File: src/rtl/mod_controller_if.sv
// mod_controller_if: handshake/status bundle between the modulo controller and its datapath.
// master = surrounding logic (start, b_zero, r_ge_b); slave = controller (ld, mux, status, iter_count).
interface mod_controller_if #(
  parameter int ITER_W = 32
);
  logic              start;
  logic              b_zero;
  logic              r_ge_b;
  logic              ld;
  logic              mux;
  logic              busy;
  logic              done;
  logic              err_div0;
  logic              err_limit;
  logic [ITER_W-1:0] iter_count;

  modport master (
    output start, b_zero, r_ge_b,
    input  ld, mux, busy, done,
    input  err_div0, err_limit, iter_count
  );

  modport slave (
    input  start, b_zero, r_ge_b,
    output ld, mux, busy, done,
    output err_div0, err_limit, iter_count
  );
endinterface

File: src/rtl/mod_controller.sv
// mod_controller: FSM sequencing A mod B by repeated subtraction (IDLE/LOAD/TEST/SUB/DONE).
// Ports: clk, rst_n (async low); bus.slave: start/b_zero/r_ge_b in; ld/mux/busy/done/errs/iter_count out.
module mod_controller #(
  parameter int              ITER_W   = 32,
  parameter logic [ITER_W-1:0] MAX_ITER = {ITER_W{1'b1}}
) (
  input logic              clk,
  input logic              rst_n,
  mod_controller_if.slave  bus
);

  typedef enum logic [2:0] {
    S_IDLE = 3'd0,
    S_LOAD = 3'd1,
    S_TEST = 3'd2,
    S_SUB  = 3'd3,
    S_DONE = 3'd4
  } state_t;

  state_t state;

  // Outputs are registered together with the state so they are a pure
  // function of the registered state (plus held status).
  always_ff @(posedge clk or negedge rst_n) begin
    if (!rst_n) begin
      state          <= S_IDLE;
      bus.ld         <= 1'b0;
      bus.mux        <= 1'b0;
      bus.busy       <= 1'b0;
      bus.done       <= 1'b0;
      bus.err_div0   <= 1'b0;
      bus.err_limit  <= 1'b0;
      bus.iter_count <= '0;
    end else begin
      unique case (state)
        S_IDLE: begin
          if (bus.start) begin
            bus.busy       <= 1'b1;
            bus.err_limit  <= 1'b0;
            bus.iter_count <= '0;
            if (bus.b_zero) begin
              state        <= S_DONE;
              bus.done     <= 1'b1;
              bus.err_div0 <= 1'b1;
            end else begin
              state        <= S_LOAD;
              bus.ld       <= 1'b1;
              bus.mux      <= 1'b0;
              bus.err_div0 <= 1'b0;
            end
          end
        end
        S_LOAD: begin
          state   <= S_TEST;
          bus.ld  <= 1'b0;
          bus.mux <= 1'b0;
        end
        S_TEST: begin
          if (bus.r_ge_b) begin
            // limit check has priority over another subtraction
            if (bus.iter_count == MAX_ITER) begin
              state         <= S_DONE;
              bus.done      <= 1'b1;
              bus.err_limit <= 1'b1;
            end else begin
              state   <= S_SUB;
              bus.ld  <= 1'b1;
              bus.mux <= 1'b1;
            end
          end else begin
            state    <= S_DONE;
            bus.done <= 1'b1;
          end
        end
        S_SUB: begin
          state          <= S_TEST;
          bus.ld         <= 1'b0;
          bus.mux        <= 1'b0;
          bus.iter_count <= bus.iter_count + 1'b1;
        end
        S_DONE: begin
          state    <= S_IDLE;
          bus.done <= 1'b0;
          bus.busy <= 1'b0;
          bus.ld   <= 1'b0;
          bus.mux  <= 1'b0;
        end
        default: begin
          state          <= S_IDLE;
          bus.ld         <= 1'b0;
          bus.mux        <= 1'b0;
          bus.busy       <= 1'b0;
          bus.done       <= 1'b0;
          bus.err_div0   <= 1'b0;
          bus.err_limit  <= 1'b0;
          bus.iter_count <= '0;
        end
      endcase
    end
  end

endmodule
File: src/flat_wrapper.sv
// flat-port wrapper written by rule: the top's interface ports become plain ports
module mod_controller_flat 
#(
  parameter int              ITER_W   = 32,
  parameter logic [ITER_W-1:0] MAX_ITER = {ITER_W{1'b1}}
)
  (clk, rst_n, bus_start, bus_b_zero, bus_r_ge_b, bus_ld, bus_mux, bus_busy, bus_done, bus_err_div0, bus_err_limit, bus_iter_count);
  mod_controller_if #(.ITER_W(ITER_W)) bus_i ();
  input logic clk;
  input logic rst_n;
  input wire logic [$bits(bus_i.start)-1:0] bus_start;
  input wire logic [$bits(bus_i.b_zero)-1:0] bus_b_zero;
  input wire logic [$bits(bus_i.r_ge_b)-1:0] bus_r_ge_b;
  output wire logic [$bits(bus_i.ld)-1:0] bus_ld;
  output wire logic [$bits(bus_i.mux)-1:0] bus_mux;
  output wire logic [$bits(bus_i.busy)-1:0] bus_busy;
  output wire logic [$bits(bus_i.done)-1:0] bus_done;
  output wire logic [$bits(bus_i.err_div0)-1:0] bus_err_div0;
  output wire logic [$bits(bus_i.err_limit)-1:0] bus_err_limit;
  output wire logic [$bits(bus_i.iter_count)-1:0] bus_iter_count;
  assign bus_i.start = bus_start;
  assign bus_i.b_zero = bus_b_zero;
  assign bus_i.r_ge_b = bus_r_ge_b;
  assign bus_ld = bus_i.ld;
  assign bus_mux = bus_i.mux;
  assign bus_busy = bus_i.busy;
  assign bus_done = bus_i.done;
  assign bus_err_div0 = bus_i.err_div0;
  assign bus_err_limit = bus_i.err_limit;
  assign bus_iter_count = bus_i.iter_count;
  mod_controller #(.ITER_W(ITER_W), .MAX_ITER(MAX_ITER)) u_core (.clk(clk), .rst_n(rst_n), .bus(bus_i));
endmodule
File: config.mk
export PLATFORM = sky130hd
export DESIGN_NAME = mod_controller_flat
export DESIGN_NICKNAME = d
export VERILOG_FILES = /design/src/rtl/mod_controller_if.sv /design/src/rtl/mod_controller.sv /design/src/flat_wrapper.sv
export SDC_FILE = /design/constraint.sdc
export NUM_CORES = 1
export LEC_CHECK = 0
export CORE_MARGIN = 1.5
export CORE_UTILIZATION = 47
export CTS_CLUSTER_SIZE = 20
export DETAILED_ROUTE_END_ITERATION = 16
export PLACE_DENSITY = 0.76
export SYNTH_ARGS = -nofsm -noshare
export SYNTH_HDL_FRONTEND = slang
export SYNTH_SLANG_ARGS = --single-unit
File: constraint.sdc
create_clock -name clk -period 1.9 [get_ports clk]
set_input_delay 0.475 -clock clk [delete_from_list [all_inputs] [get_ports clk]]
set_output_delay 0.475 -clock clk [all_outputs]
set_load 0.03 [all_outputs]
==> impl_metrics.yaml <==
status:
  status: "complete, no violations"
cts:
  ctsHtreeMaxLevel: 2
  ctsLongestPathBuffers: 2
  cts_tree: "built"
  clk_latency_ps: 300
  cts_root_buf: "clkbuf_8"
  cts_hold_buf: 0
  clkTransAtPathRegs_ps: 90
  clock_sink_count: 41
  cts-buffers-inserted: 5
setup_path:
  cpMaxStageDelayCell: "dfrtp_2"
  worst_r2r_path_depth: 6
  max_stage_delay_ps: 440
  cp_cell_sequence: "or3b_4, a211o_4, buf_12, nor4_4, xnor2_1, nor2_2"
  critPathMaxFanout: 4
  crit_type: "flop to flop"
  critPathLaunch: "u_core.state[2]"
  r2r-start: "u_core.state[2]"
  cp-start-kind: "flop"
  critPathRequiredTime_ps: 2090
  endpoint_kind: "flop"
  crit_arrival_ps: 2080
synthesis:
  ys_seq_area_share_pct: 44.9
  yosys_warnings: 0
  synth.top_cell.area_share_pct: 44.9
  synth-seq-cells: 41
  avgSynthCellArea_um2: 9.37
  async_flop_share_pct: 100
  synth-edff-count: 0
  syn_area_um2: 2290
  yosys-top-cells-area: "dfrtp_1 (45%), xnor2_1 (8.4%), nor2_1 (4.4%)"
  synth_area_leader_cell: "dfrtp_1"
  yosysUniqueCellTypes: 41
  postSynthCellCount: 244
  syn_nets: 250
  synthFlopType: "dfrtp_1"
cells_and_area:
  areaGrowthSynthToFinish_pct: 42.6
  stdcell_count: 371
  fin_nets: 322
  drive_gt1_share_pct: 25.9
  stdcell_area_um2: 3260
  antenna_cells: 0
  fill_cells: 348
grt:
  grt_overflow: 0
  grt_usage_pct: 22.6
  grt_pass1_wl_um: 9380
  grt_pass1_vias: 2048
  grt_max_degree: 42
  grt_antenna_before_repair: 0
placed_design:
  place_inst: 358
  routabilityCongestion: 0.808
  port_buffers: 42
  placed_cell_area_um2: 2950
  dp_hpwl_um: 3630
drt:
  wirelength_um: 5870
  drc: 0
  viasPerCell: 5.62
  wl_met1_um: 2640
  first_iter_violations: 179
  dr.pass1.iters: 4
  wl_met3_um: 256
  vias: 2086
  ant_nets: 0
  wl_per_cell_um: 15.8
  wl_met2_um: 2920
  top_layer_used: "met4"
power:
  internal_power_w: 0.00192
  p_sw_share_pct: 36.9
  peakVddDrop_mv: 0.852
  p_per_area_nw_per_um2: 934
  power_frac_comb_pct: 41.4
  p_leak_nw: 1.62
  power_frac_seq_pct: 34.3
  power_w: 0.00304
  power.share.clock_pct: 24.3
  switchingPower_w: 0.00112
hold_path:
  hp-class: "input pin to async pin"
sta:
  setup_viol: 0
  hold_ws_ps: 233
  finClkSkew_ps: 15.8
  rsz0062_at_grt: "yes"
  hold_viol: 0
  slew_headroom_pct: 65.1
  worstMarginPinSlew_ps: 523
  fmax_ghz: 0.529
  slew_viol_final: 0
  finalCritPeriodShare_pct: 99.6
  period_needed_ps: 1890
run:
  cap_violations: 0
floorplan:
  coreArea_um2: 4690
  die_w_um: 72.7
  io_pins: 43
  rows: 25
  start_util_pct: 48.7
  die-area_um2: 5290
  die_height_um: 72.7
flip-flops by register name, indices dropped and copies added (netlist names):
signal	cells
u_core.bus.iter_count	32
u_core.state	3
u_core.bus.busy	1
u_core.bus.done	1
u_core.bus.err_div0	1
u_core.bus.err_limit	1
u_core.bus.ld	1
u_core.bus.mux	1
worst max-delay path, delay by kind of cell, from the launching register on:
family	cells	cell delay (ps)
xor gates and xnor gates	1	170
and+or+nand+nor	3	640
buffers and inverters	1	150
AOI/OAI and AO/OA	1	390
DFF	1	440
power by group through the flow:
stage | logic (W) | clock network (W) | registers (W)
after global placement | 0.00120 | 0 | 0.00105
after detailed placement | 0.00121 | 0 | 0.00106
after CTS | 0.00125 | 0.000742 | 0.00104
after global routing | 0.00139 | 0.000794 | 0.00106
final | 0.00126 | 0.000739 | 0.00104
after floorplan | 0.000641 | 0 | 0.00117
cell usage after synthesis, types with 2 or more instances:
master and n:
dfrtp_1 41, nor2_1 27, xnor2_1 22, nand2_1 19
o21ai_0 11, a21oi_1 10, inv_1 10, nand4_1 9
nand3_1 8, nor4_2 8, nor3_1 7, a31oi_1 6
and4_1 6, nor2_2 6, nor4_1 6, clkbuf_1 5
or3_1 4, buf_2 3, buf_6 3, nor3b_1 3
or2_2 3, xor2_1 3, a21o_1 2, and2_1 2
and3_1 2, buf_1 2, o22ai_1 2
repair_timing:
action / in CTS / in global routing
endpoints found under the setup margin: 42 / 34
buffers inserted: 2 / 2
pin swaps: 10 / 8
resized for setup: 29 / 24
endpoints found under the hold margin: 0 / 0
cloned: 1 / 0
final cells by class:
cell class	count	area [um^2]	share of cell area [%]
Clock buffer	7	86.3	2.65
Clock inverter	1	30.0	0.921
Inverter	10	37.5	1.15
Multi-Input combinational cell	181	1290	39.6
Sequential cell	41	1030	31.7
Tap cell	54	67.6	2.07
Timing Repair Buffer	77	713	21.9
per-stage QoR:
step	worst slack (ps)	utilization, %	setup TNS (ps)
after floorplan	-13.0	-	-13.0
after global placement	-551	62.8	-11260
after detailed placement	-581	62.8	-11850
after CTS	3.47	67.1	0
after global routing	-50.1	69.5	-250
final	8.24	69.5	0
cell usage in the layout (no fill, tap or decap), types with 2 or more instances in the layout:
cell             count
nor2_1              27
nor2_2               6
nand2_1             19
nor3_2               2
or3_1                4
a31oi_1              6
nor3_1               5
clkdlybuf4s50_1     13
dlymetal6s2s_1       9
nor3b_1              2
nand4_1              9
dfrtp_1             34
nor4_4               7
nand3_1              8
clkbuf_8             6
buf_12               2
dlygate4sd2_1       19
a21oi_1             10
o22ai_1              2
inv_1               10
and2_1               2
a21o_1               2
buf_4               31
o21ai_0             11
nor4_2               7
or2_2                3
xnor2_1             22
and3_1               2
xor2_1               3
dfrtp_2              7
a211o_4              2
and4_1               6
cells by family after synthesis:
family | Yosys count | synth area share (%)
mux | 1 | 0.438
fa+ha+maj | 1 | 0.547
xor+xnor | 25 | 9.58
flops | 41 | 44.9
buf+inv | 23 | 4.93
simple gates | 114 | 29.0
compound gates | 39 | 10.7
path summary, 6_finish.rpt:
check	endpoint	slack, ps
min in group clk	u_core.bus.busy	510
max in group asynchronous	u_core.state[2]	1260
worst max register to register	u_core.bus.iter_count[28]	8
worst min register to register	u_core.bus.busy	510
worst max-delay path	u_core.bus.iter_count[28]	8
worst min-delay path	u_core.bus.iter_count[12]	230
per-layer routing:
| metal | vias to the layer above | global-route usage [%] |
|---|---|---|
| li1 | 1013 | - |
| met1 | 1009 | 29.6 |
| met2 | 59 | 38.6 |
| met3 | 5 | 3.87 |
| met4 | 0 | 6.08 |
| met5 | - | 0 |
(Power assumes the default switching activity.)
